**src/rtl/handshake_rr_seq.sv**
```systemverilog
// Round-robin start/ready/done sequencer: grants one of N_CH ready channels, strobes start, waits for done or timeout.
// Latency ready->start 1 cycle; requesters are held off (no grant) while a transaction is in START or WAIT.
module handshake_rr_seq #(
  parameter int N_CH      = 4,
  parameter int START_LEN = 1,
  parameter int TO_W      = 16,
  parameter int TIMEOUT   = 1000,
  localparam int CH_W     = $clog2(N_CH)
) (
  input  logic            clk,
  input  logic            rst,
  input  logic [N_CH-1:0] ready,
  input  logic [N_CH-1:0] done,
  input  logic [N_CH-1:0] en_mask,
  input  logic            err_clr,
  output logic [N_CH-1:0] start,
  output logic            busy,
  output logic [CH_W-1:0] grant_id,
  output logic            cmpl,
  output logic            to_pulse,
  output logic            err,
  output logic [CH_W-1:0] err_ch
);

  localparam int SL_W = (START_LEN > 1) ? $clog2(START_LEN) : 1;

  typedef enum logic [1:0] {
    ST_IDLE  = 2'd0,
    ST_START = 2'd1,
    ST_WAIT  = 2'd2
  } state_t;

  state_t            state_q, state_d;
  logic [N_CH-1:0]   start_q, start_d;
  logic              busy_q, busy_d;
  logic [CH_W-1:0]   grant_q, grant_d;
  logic              cmpl_q, cmpl_d;
  logic              to_q, to_d;
  logic              err_q, err_d;
  logic [CH_W-1:0]   err_ch_q, err_ch_d;
  logic [CH_W-1:0]   ptr_q, ptr_d;
  logic [SL_W-1:0]   slen_q, slen_d;
  logic [TO_W-1:0]   tcnt_q, tcnt_d;

  logic [N_CH-1:0]   req;
  logic [CH_W-1:0]   winner;

  function automatic logic [CH_W-1:0] rr_idx(input logic [CH_W-1:0] p, input int off);
    int s;
    s = int'(p) + off;
    if (s >= N_CH) s = s - N_CH;
    return CH_W'(s);
  endfunction

  assign req = ready & en_mask;

  // Walk from the farthest offset down so the closest requester to ptr wins.
  always_comb begin
    winner = '0;
    for (int i = N_CH - 1; i >= 0; i--) begin
      if (req[rr_idx(ptr_q, i)]) winner = rr_idx(ptr_q, i);
    end
  end

  always_comb begin
    state_d  = state_q;
    start_d  = '0;
    busy_d   = busy_q;
    grant_d  = grant_q;
    cmpl_d   = 1'b0;
    to_d     = 1'b0;
    err_d    = err_q;
    err_ch_d = err_ch_q;
    ptr_d    = ptr_q;
    slen_d   = slen_q;
    tcnt_d   = tcnt_q;

    if (err_clr) begin
      err_d    = 1'b0;
      err_ch_d = '0;
    end

    case (state_q)
      ST_IDLE: begin
        busy_d = 1'b0;
        if (|req) begin
          state_d         = ST_START;
          start_d[winner] = 1'b1;
          grant_d         = winner;
          busy_d          = 1'b1;
          ptr_d           = (winner == CH_W'(N_CH - 1)) ? '0 : winner + CH_W'(1);
          slen_d          = '0;
        end
      end
      ST_START: begin
        if (slen_q == SL_W'(START_LEN - 1)) begin
          state_d = ST_WAIT;
          tcnt_d  = '0;
        end else begin
          start_d = start_q;
          slen_d  = slen_q + SL_W'(1);
        end
      end
      ST_WAIT: begin
        // done is checked first so it beats a timeout expiring in the same cycle
        if (done[grant_q]) begin
          state_d = ST_IDLE;
          cmpl_d  = 1'b1;
          busy_d  = 1'b0;
        end else if (tcnt_q == TO_W'(TIMEOUT - 1)) begin
          state_d = ST_IDLE;
          to_d    = 1'b1;
          busy_d  = 1'b0;
          if (!err_q || err_clr) begin
            err_d    = 1'b1;
            err_ch_d = grant_q;
          end
        end else begin
          tcnt_d = tcnt_q + TO_W'(1);
        end
      end
      default: begin
        state_d = ST_IDLE;
        busy_d  = 1'b0;
      end
    endcase
  end

  always_ff @(posedge clk) begin
    if (rst) begin
      state_q  <= ST_IDLE;
      start_q  <= '0;
      busy_q   <= 1'b0;
      grant_q  <= '0;
      cmpl_q   <= 1'b0;
      to_q     <= 1'b0;
      err_q    <= 1'b0;
      err_ch_q <= '0;
      ptr_q    <= '0;
      slen_q   <= '0;
      tcnt_q   <= '0;
    end else begin
      state_q  <= state_d;
      start_q  <= start_d;
      busy_q   <= busy_d;
      grant_q  <= grant_d;
      cmpl_q   <= cmpl_d;
      to_q     <= to_d;
      err_q    <= err_d;
      err_ch_q <= err_ch_d;
      ptr_q    <= ptr_d;
      slen_q   <= slen_d;
      tcnt_q   <= tcnt_d;
    end
  end

  assign start    = start_q;
  assign busy     = busy_q;
  assign grant_id = grant_q;
  assign cmpl     = cmpl_q;
  assign to_pulse = to_q;
  assign err      = err_q;
  assign err_ch   = err_ch_q;

endmodule

```
**config.mk**
```make
export PLATFORM = sky130hd
export DESIGN_NAME = handshake_rr_seq
export DESIGN_NICKNAME = d
export VERILOG_FILES = /design/src/rtl/handshake_rr_seq.sv
export SDC_FILE = /design/constraint.sdc
export NUM_CORES = 1
export LEC_CHECK = 0
export CAP_MARGIN = 15
export CORE_AREA = 8 8 72 74
export DETAILED_ROUTE_END_ITERATION = 7
export DIE_AREA = 0 0 80 82
export PLACE_DENSITY_LB_ADDON = 0.05
export SYNTH_ARGS = -nofsm -noshare
export SYNTH_HDL_FRONTEND = slang
export SYNTH_SLANG_ARGS = --single-unit
```
**constraint.sdc**
```tcl
create_clock -name clk -period 4.9 [get_ports clk]
set_input_delay 0.49 -clock clk [delete_from_list [all_inputs] [get_ports clk]]
set_output_delay 0.49 -clock clk [all_outputs]
set_load 0.02 [all_outputs]
```
* Yosys cells after proc, flatten, opt, wreduce, memory -nomap -nowiden
Index checks and enable logic that the tools add are counted.
Storage, ports and cells: bits in registers 33, input bits 15, output and inout bits 12, logic and storage cells 110
Cells by class: $add $sub $neg 10, $lt $le $gt $ge 11, eq/ne operators 9, multiplexer cells 52, bitwise gates (word level) 3, reductions and logical operators 14
Operators with widths (count):
- 16-bit 2-to-1 mux | 3
- 2-bit 2-to-1 mux | 18
- 16-bit case mux with 2 select lines | 1
- 2-bit by 3-bit less-than comparator with 1-bit output (second input constant) | 6
- 1-bit 2-to-1 mux | 18
- 16-bit by 1-bit adder with 16-bit output (second input constant) | 1
- 16-bit by 10-bit == test with 1-bit output (second input constant) | 1
- 1-bit binary-select mux with 2-bit select | 5
- 3-bit greater-or-equal comparator (second input constant) | 3
- 4-bit 2-to-1 mux | 2
- 2-bit != test (second input constant) | 4
- 4-bit case mux with 2 select lines | 1
- 2-bit by 1-bit subtractor with 2-bit output (second input constant) | 4
- 2-bit by 2-bit adder with 3-bit output (second input constant) | 2
- 2-bit case mux with 3 select lines | 1
- 2-bit AND reduction | 3
- 4-bit AND | 1
- 2-bit == test (second input constant) | 2
- 4-bit AND reduction | 1
- 2-bit nonzero test | 2
- 4-bit OR reduction | 1
- 2-bit by 1-bit adder with 3-bit output (second input constant) | 1
- 2-bit by 3-bit greater-or-equal comparator with 1-bit output (second input constant) | 1
- 3-bit != test (second input constant) | 1
- other kinds (15) | 16

* Longest topological paths before layout
Gate-level depths: netlist (run 1).
depth after elaboration 15, mapped depth 9

* Least setup slack after synthesis (run 1)
Ideal clock, no wire load.
kind register to register, start point register grant_q[1] (netlist: grant_id[1]), end point register tcnt_q[8], setup time 0.073 ns, arrival 2.108 ns, path slack 2.719 ns, cell stages (with the launch flop) 7, path buffers 1, clock period less this slack 2.181 ns, cell sequence dfxtp_1 mux2_2 o2bb2ai_2 a21boi_2 buf_6 or4b_2 a21oi_1
Between the ends: word-level cells in the longest chain between the ends 4
Ends and longest elaborated chain:
- start, declared | RTL line 36 | logic [CH_W-1:0] grant_q, grant_d;
- start signal, assigned | RTL line 146 | grant_q <= grant_d;
- 1-bit binary-select mux with 2-bit select | RTL line 106 | if (done[grant_q]) begin
- 1-bit 2-to-1 mux (not written as such) | RTL line 106
- 2-bit != test (no line)
- 4-bit AND reduction (no line)
- end signal, assigned | RTL line 153 | tcnt_q <= tcnt_d;
- end, declared | RTL line 43 | logic [TO_W-1:0] tcnt_q, tcnt_d;
Every way passes these cells. The select of a mux whose other input is x is not followed. A chain may end at the register's enable or synchronous reset.

* Worst setup path after layout (run 1)
start point register tcnt_q[0], end point register tcnt_q[10]
Between the ends: word-level cells in the longest chain between the ends 4, elaborated cells between the ends (all ways) 7, those cells by class add/sub: 1; eq/ne: 2; mux: 3; reduce/logical: 1
Ends and longest elaborated chain:
- 16-bit by 1-bit adder with 16-bit output | RTL line 119 | tcnt_d = tcnt_q + TO_W'(1);
- 16-bit 2-to-1 mux | RTL line 110 | end else if (tcnt_q == TO_W'(TIMEOUT - 1)) begin
- 16-bit 2-to-1 mux | RTL line 106
- 16-bit case mux with 2 select lines | RTL line 83 | case (state_q)
Parallel ways exist; a longest one is shown, timed or not. The select of a mux whose other input is x is not followed.

==> results of run 1 <==
metrics by stage:
stage / power, mW / hold slack, ps / worst slack (ps) / instances / cell area, sq um
2_1_floorplan: 0.3406 / 455.7 / 2719 / 174 / 1568
3_3_place_gp: 0.3651 / 470.7 / 2113 / 245 / 1846
3_5_place_dp: 0.3678 / 478.5 / 2000 / 245 / 1846
4_1_cts: 0.5853 / 486.6 / 1979 / 252 / 1942
5_1_grt: 0.6055 / 498.9 / 1804 / 252 / 1942
6_report: 0.5760 / 484.0 / 1992 / 252 / 1942
sequential cells by signal, summed over array words and instances (netlist names), 2 cells and up:
signal / flops
tcnt_q: 16
start: 4
state_q: 2
ptr_q: 2
err_ch: 2
grant_id: 2
cell families (layout without fill, tap and decap cells):
| group | after synthesis | count (layout) | share of synthesized area, % |
|---|---|---|---|
| DFF | 32 | 32 | 40.86 |
| and+or+nand+nor | 76 | 76 | 27.53 |
| buffers and inverters | 10 | 36 | 3.751 |
| adders and majority gates | 5 | 5 | 3.990 |
| xor gates and xnor gates | 1 | 1 | 0.5588 |
| AOI/OAI and AO/OA | 43 | 43 | 18.75 |
| muxes | 7 | 7 | 4.549 |
routing by layer:
metal,global-route usage [%],wire length (um)
met1,11.71,1527
met2,20.86,1746
met3,4.158,146
met4,4.909,60
met5,0,0
worst paths after layout:
path | to | slack [ps] | cells past startpoint
max | tcnt_q[10]$_SDFFE_PP0P_ | 1990 | 6
min reg2reg | busy$_SDFFE_PP0P_ | 480 | 2
max reg2reg | tcnt_q[10]$_SDFFE_PP0P_ | 1990 | 6
min | busy$_SDFFE_PP0P_ | 480 | 2
critical path, stage by stage, from the launching register on:
cell and delay [ps]:
dfxtp_1 370, ha_1 210, or3b_2 440, or4_1 550, a21boi_2 860, or4b_2 270
a21oi_1 60
report_power, final:
group / switching, mW / internal, mW / total, mW
clock: 0.0900 / 0.125 / 0.215
combinational: 0.0455 / 0.0367 / 0.0822
sequential: 0.00935 / 0.270 / 0.279
cell usage in the layout, fill, tap and decap left out, types with 2 or more instances in the layout:
| master | instances |
|---|---|
| mux2i_1 | 6 |
| nand4_1 | 2 |
| or3_1 | 9 |
| and2_1 | 5 |
| nand2b_1 | 6 |
| o31ai_1 | 2 |
| ha_1 | 5 |
| o21ai_1 | 9 |
| nand2_1 | 12 |
| a21oi_2 | 6 |
| inv_1 | 3 |
| nand3_1 | 10 |
| a21oi_1 | 13 |
| and3b_1 | 2 |
| clkbuf_8 | 7 |
| or4b_2 | 2 |
| o21ai_0 | 2 |
| dfxtp_1 | 32 |
| nor2_1 | 13 |
| clkdlybuf4s50_1 | 26 |
| nor2b_1 | 4 |
| and3_1 | 2 |
| or4_1 | 4 |
layout make-up:
type | instances | area share [%]
Multi-Input combinational cell | 132 | 44.72
Sequential cell | 32 | 32.99
Inverter | 3 | 0.5799
Timing Repair Buffer | 26 | 13.40
Clock buffer | 7 | 4.961
Tap cell | 52 | 3.351
==> impl_metrics.toml, run 1 <==
[synth]
ys_ff_latch = 32
postSynthNetCount = 194
synthesis.instances = 174
netlist_cell_types = 43
synth-async-reset-ratio_pct = 0
synth_top_cells_by_count = "dfxtp_1, a21oi_1, nor2_1"
ys.flop_type = "dfxtp_1"
synthesis.yosys.warnings = 0
synth_edf_count = 0
yosysMostFrequentCell = "dfxtp_1"
post_synth.cell_area_avg_sq_um = 9.010
cell_types_occupying_the_most_area_after_synthesis = "dfxtp_1, a21oi_1, ha_1"
area_share_of_the_largest_cell_type_after_synthesis_pct = 40.86
syn_area_sq_um = 1568
synthDominantAreaCellType = "dfxtp_1"
synth_sequential_area_ratio_pct = 40.86

[floorplanning]
ioPinCount = 27
die_width_um = 80
floorplan.rows = 24
die_area_sq_um = 6560
core_sq_um = 4144
initial_core_util_pct = 37.83
floorplan.die.height_um = 82

[setup_path]
crit_arrival_ps = 3040
reg2reg_from = "tcnt_q[0]$_SDFFE_PP0P_"
cp-startpoint = "tcnt_q[0]$_SDFFE_PP0P_"
timing.critical_path.fanout_max = 29
startpoint_type = "flip-flop"
crit_path_capture_type = "flip-flop"
crit_required_ps = 5030
criticalPathCategory = "reg2reg"

[clock_tree]
cts_setup_buffers = 0
number_of_buffers_inserted_during_clock_tree_synthesis = 5
postCtsResizedCells = 0
cts-hold-fix-buffers = 0
root_buffer = "clkbuf_8"
clock_sinks = 32
tritoncts = "done"
clkSlewWorstSetupHoldPaths_ps = 60
htree_levels = 2
clock_path_buffers = 2
insertion_delay_ps = 280

[sta]
worst_pin_slew_ps = 1076
pins_over_their_slew_limit = 0
setup_violations = 0
clock-skew-final_ps = 5.976
fin_tns_setup_ps = 0
fin_crit_ps = 2908
rsz0062_at_grt = "false"
final.period_utilization_pct = 59.34
finalHoldViolations = 0
clock.fmax_ghz = 0.3439
max_slew_margin_pct = 27.87

[global_routing]
grt_pass1_wl_um = 5940
antenna_found_initial = 0
globalRouteOverflowTotal = 0
maximum_number_of_pins_on_one_net_before_global_route_repair = 30
grt_usage_pct = 11.52
grt_pass1_vias = 1369

[cells_and_area]
number_of_filler_cells_placed_in_the_layout = 405
fin_nets = 220
syn_to_final_growth_pct = 23.86
insertedDiodeCount = 0
multi_input_logic_area_sq_um = 868.3
layout-drive-gt1-share_pct = 11.00
finalCoreUtilization_pct = 46.86
combined_flip_flop_and_latch_cell_area_sq_um = 640.6

[hold_path]
startpoint_of_the_most_critical_hold_path = "busy$_SDFFE_PP0P_"
worst_min_delay_path_class = "reg2reg"

[pwr]
max-vdd-ir-drop_uv = 130.0
power.density_nw_per_um2 = 296.6
leakagePower_nw = 0.6620

[place]
place.gp.congestion = 0.7924
place.detailed.hpwl_um = 2571
io_buffer_count = 26

[route]
initialDrtViolationCount = 73
drt.antenna.violating_nets = 0
vias = 1350
routed_wirelength_um = 3481
remaining_drc_errors = 0
pre_antenna_drt_iters = 6
via_per_inst = 5.357
post_drt_wl_per_cell_um = 13.81

[run_status]
outcome = "finished, final reports clean"

[flow_run]
timing.max_cap.violations = 0
Note: power is estimated with default switching activity, not from simulation.
==> inputs of run 2 (changes only) <==
==> constraint.sdc (replaced) <==
create_clock -name clk -period 2.57 [get_ports clk]
set_input_delay 0.257 -clock clk [delete_from_list [all_inputs] [get_ports clk]]
set_output_delay 0.257 -clock clk [all_outputs]
set_load 0.02 [all_outputs]
==> run 2 against run 1 <==
Against the previous run:
- clock skew decreased by 4.5 ps
- critical path depth up 1
- via count hardly changed
- cell count increased by 2.8%
- clock power increased by 85%
- die area stayed put
- worst hold slack worse by 0.86 ps
- critical path type unchanged
==> impl_metrics.toml, run 2 (synthesis gave the netlist of run 1 again) <==
[route]
via_per_inst = 5.208
initialDrtViolationCount = 65
vias = 1349
routed_wirelength_um = 3369
drt.antenna.violating_nets = 0
post_drt_wl_per_cell_um = 13.01
pre_antenna_drt_iters = 4
remaining_drc_errors = 0

[cells_and_area]
post_layout_nonfiller_instances = 259
largest_register_ffs = 16
number_of_filler_cells_placed_in_the_layout = 401
syn_to_final_growth_pct = 26.34
finalCoreUtilization_pct = 47.80
insertedDiodeCount = 0
mostFrequentLayoutCell = "dfxtp_1"
layout-drive-gt1-share_pct = 13.04
biggest_register = "tcnt_q"
fin_nets = 226
leading_cell_types_in_the_layout_fill_and_taps_excluded = "dfxtp_1, clkdlybuf4s50_1, nor2_1, a21oi_1, nand2_1"

[clock_tree]
htree_levels = 2
clock_sinks = 32
number_of_buffers_inserted_during_clock_tree_synthesis = 5
insertion_delay_ps = 280
clock_path_buffers = 2
root_buffer = "clkbuf_8"
clkSlewWorstSetupHoldPaths_ps = 60
tritoncts = "done"
postCtsResizedCells = 0
cts-hold-fix-buffers = 0
cts_setup_buffers = 0

[setup_path]
criticalPathCategory = "reg2reg"
worst_r2r_path_depth = 7
critPathCapture = "tcnt_q[10]$_SDFFE_PP0P_"
cp-startpoint = "tcnt_q[0]$_SDFFE_PP0P_"
reg2reg_to = "tcnt_q[10]$_SDFFE_PP0P_"
crit_required_ps = 2710
crit_path_capture_type = "flip-flop"
reg2reg_from = "tcnt_q[0]$_SDFFE_PP0P_"
worst-r2r-setup-slack_ps = 190
timing.critical_path.fanout_max = 18
crit_arrival_ps = 2520
startpoint_type = "flip-flop"

[pwr]
max-vdd-ir-drop_uv = 268.0
power.density_nw_per_um2 = 554.7
leakagePower_nw = 0.6867

[global_routing]
maximum_number_of_pins_on_one_net_before_global_route_repair = 19
grt_pass1_wl_um = 5844
grt_pass1_vias = 1381
globalRouteOverflowTotal = 0
grt_usage_pct = 11.20
antenna_found_initial = 0

[floorplanning]
floorplan.die.height_um = 82
core_sq_um = 4144
die_width_um = 80
floorplan.rows = 24
die_area_sq_um = 6560
ioPinCount = 27
initial_core_util_pct = 37.83

[sta]
worst_pin_slew_ps = 702.7
max_slew_margin_pct = 53.15
clock.fmax_ghz = 0.4195
fin_crit_ps = 2384
setup_slack_ps = 186.3
pins_over_their_slew_limit = 0
rsz0062_at_grt = "false"
setup_violations = 0
finalHoldViolations = 0
hold_ws_ps = 483.2
clock-skew-final_ps = 1.490
final.period_utilization_pct = 92.75
fin_tns_setup_ps = 0

[run_status]
outcome = "finished, final reports clean"

[hold_path]
worst_min_delay_path_class = "reg2reg"
startpoint_of_the_most_critical_hold_path = "busy$_SDFFE_PP0P_"

[place]
place.gp.congestion = 0.7573
place.detailed.hpwl_um = 2528
place_ws_ps = 166.2
io_buffer_count = 26
placed_cells_incl_taps = 251

[flow_run]
timing.max_cap.violations = 0
## run 2: cell types whose count changed in the layout (fill, tap and decap cells not counted), sizes merged
cell and change:
buf +6, clkbuf +1
## run 2: critical path, cell delays in order, from the launching register on
cell and delay, ps:
dfxtp_1 390, ha_1 220, or3b_2 440, or4_1 560
a21boi_2 200, buf_4 220, or4b_2 150, a21oi_1 60
## run 2: metal layers
layer	global-route usage (%)	routed length (um)	vias up
met4	6.364	68	0
met1	12.16	1518	622
met3	3.939	162	7
met2	18.67	1619	28
met5	0	0	-
li1	-	-	692
## run 2: worst min path at each step
| stage | to | slack (ps) | cells after the start |
|---|---|---|---|
| floorplan | tcnt_q[0]$_SDFFE_PP0P_ | 330 | 1 |
| global placement | busy$_SDFFE_PP0P_ | 470 | 2 |
| detailed placement | busy$_SDFFE_PP0P_ | 480 | 2 |
| CTS | busy$_SDFFE_PP0P_ | 490 | 2 |
| global route | tcnt_q[8]$_SDFFE_PP0P_ | 520 | 2 |
| finish | busy$_SDFFE_PP0P_ | 480 | 2 |
## run 2: report_power, final
part           switching, mW  total, mW  internal [mW]
Clock                  0.179      0.397          0.218
Combinational         0.0923      0.175         0.0822
Sequential            0.0135      0.527          0.514
Total                  0.284       1.10          0.814
## run 2: area by class of cell
type / count / area (sq um) / area share, %
repair buffers: 32 / 305.3 / 15.41
inverters: 3 / 11.26 / 0.5685
flip-flops and latches: 32 / 640.6 / 32.34
well taps: 52 / 65.06 / 3.285
clock buffers: 8 / 90.09 / 4.548
multi-input cells: 132 / 868.3 / 43.84
## run 2: per-stage QoR
stage	area, sq um	total power, mW
final	1981	1.099
after detailed placement	1891	0.7144
after floorplan	1568	0.6494
after CTS	1981	1.115
after global routing	1981	1.158
after global placement	1891	0.7112
==> inputs of run 3 (changes only) <==
--- a/config.mk
+++ b/config.mk
@@ -7,6 +7,7 @@
 export LEC_CHECK = 0
 export CAP_MARGIN = 15
 export CORE_AREA = 8 8 72 74
+export CTS_BUF_LIST = sky130_fd_sc_hd__clkbuf_4 sky130_fd_sc_hd__clkbuf_8
 export DETAILED_ROUTE_END_ITERATION = 7
 export DIE_AREA = 0 0 80 82
 export PLACE_DENSITY_LB_ADDON = 0.05
==> run 3 against run 2 <==
Against the previous run:
- die area unchanged
- cell count is the same
- clock skew about the same
- combinational power about the same
- highest routed layer unchanged
- clock-buffer cell count unchanged
==> impl_metrics.toml, run 3 (synthesis gave the netlist of run 1 again) <==
[run_status]
outcome = "finished, final reports clean"

[clock_tree]
htree_levels = 2
tritoncts = "done"
root_buffer = "clkbuf_8"
cts_setup_buffers = 0
postCtsResizedCells = 0
clkSlewWorstSetupHoldPaths_ps = 60
clock_sinks = 32
cts-hold-fix-buffers = 0
clock_path_buffers = 2
number_of_buffers_inserted_during_clock_tree_synthesis = 5
insertion_delay_ps = 280

[floorplanning]
floorplan.rows = 24
floorplan.die.height_um = 82
ioPinCount = 27
core_sq_um = 4144
die_area_sq_um = 6560
die_width_um = 80
initial_core_util_pct = 37.83

[sta]
worst_pin_slew_ps = 702.0
max_slew_margin_pct = 53.20
clock-skew-final_ps = 1.967
rsz0062_at_grt = "false"
setup_violations = 0
fin_crit_ps = 2386
final.period_utilization_pct = 92.84
hold_ws_ps = 483.2
fin_tns_setup_ps = 0
clock.fmax_ghz = 0.4191
pins_over_their_slew_limit = 0
finalHoldViolations = 0

[flow_run]
timing.max_cap.violations = 0

[cells_and_area]
biggest_register = "tcnt_q"
mostFrequentLayoutCell = "dfxtp_1"
leading_cell_types_in_the_layout_fill_and_taps_excluded = "dfxtp_1, clkdlybuf4s50_1, nor2_1, a21oi_1, nand2_1"
number_of_filler_cells_placed_in_the_layout = 401
largest_register_ffs = 16
finalCoreUtilization_pct = 47.98
final_area_sq_um = 1988
layout-drive-gt1-share_pct = 14.01
syn_to_final_growth_pct = 26.82
fin_nets = 226
insertedDiodeCount = 0

[setup_path]
critPathCapture = "tcnt_q[10]$_SDFFE_PP0P_"
crit_path_capture_type = "flip-flop"
worst_r2r_path_depth = 7
timing.critical_path.fanout_max = 18
reg2reg_to = "tcnt_q[10]$_SDFFE_PP0P_"
reg2reg_from = "tcnt_q[0]$_SDFFE_PP0P_"
worst-r2r-setup-slack_ps = 180
criticalPathCategory = "reg2reg"
crit_required_ps = 2710
cp-startpoint = "tcnt_q[0]$_SDFFE_PP0P_"
startpoint_type = "flip-flop"
crit_arrival_ps = 2520

[global_routing]
grt_pass1_vias = 1381
grt_usage_pct = 11.20
maximum_number_of_pins_on_one_net_before_global_route_repair = 19
antenna_found_initial = 0
globalRouteOverflowTotal = 0
grt_pass1_wl_um = 5844

[route]
routed_wirelength_um = 3372
via_per_inst = 5.201
vias = 1347
pre_antenna_drt_iters = 4
drt.antenna.violating_nets = 0
initialDrtViolationCount = 62
remaining_drc_errors = 0
post_drt_wl_per_cell_um = 13.02

[place]
post_dp_cell_area_sq_um = 1891
place.detailed.hpwl_um = 2528
place.gp.congestion = 0.7573
io_buffer_count = 26

[pwr]
max-vdd-ir-drop_uv = 254.9
power.density_nw_per_um2 = 563.5
leakagePower_nw = 0.6935

[hold_path]
worst_min_delay_path_class = "reg2reg"
## run 3: worst min-delay path by stage
stage | start | end | slack [ps] | cells after the start
floorplan | rst | tcnt_q[0]$_SDFFE_PP0P_ | 330 | 1
finish | busy$_SDFFE_PP0P_ | busy$_SDFFE_PP0P_ | 480 | 2
CTS | busy$_SDFFE_PP0P_ | busy$_SDFFE_PP0P_ | 490 | 2
global placement | busy$_SDFFE_PP0P_ | busy$_SDFFE_PP0P_ | 470 | 2
detailed placement | busy$_SDFFE_PP0P_ | busy$_SDFFE_PP0P_ | 480 | 2
global route | tcnt_q[8]$_SDFFE_PP0P_ | tcnt_q[8]$_SDFFE_PP0P_ | 520 | 2
## run 3: layout make-up
class	count	area (sq um)	area share, %
repair buffers	32	305.3	15.36
clock buffers	8	97.59	4.909
multi-input cells	132	868.3	43.68
flip-flops and latches	32	640.6	32.22
inverters	3	11.26	0.5664
well taps	52	65.06	3.272
## run 3: critical path, cell delays in order, from the launching register on
cell and delay (ps):
dfxtp_1 390, ha_1 220, or3b_2 440, or4_1 560, a21boi_2 200, buf_4 220
or4b_2 150, a21oi_1 60
## run 3: report_power, final
group	internal, mW	switching (mW)	total [mW]
logic	0.0822	0.0922	0.174
clock network	0.239	0.179	0.419
registers	0.514	0.0135	0.527
total	0.835	0.285	1.12
## run 3: routing by layer
metal	GRT usage [%]	wire, um
met1	12.16	1535
met2	18.67	1605
met3	3.939	163
met4	6.364	68
met5	0	0
## run 3: through the flow
stage | total power [mW] | worst slack [ps] | cells
floorplan | 0.6494 | 389.0 | 174
global placement | 0.7112 | 204.2 | 251
detailed placement | 0.7144 | 166.2 | 251
CTS | 1.137 | 186.1 | 259
global route | 1.180 | 83.90 | 259
finish | 1.120 | 184.1 | 259
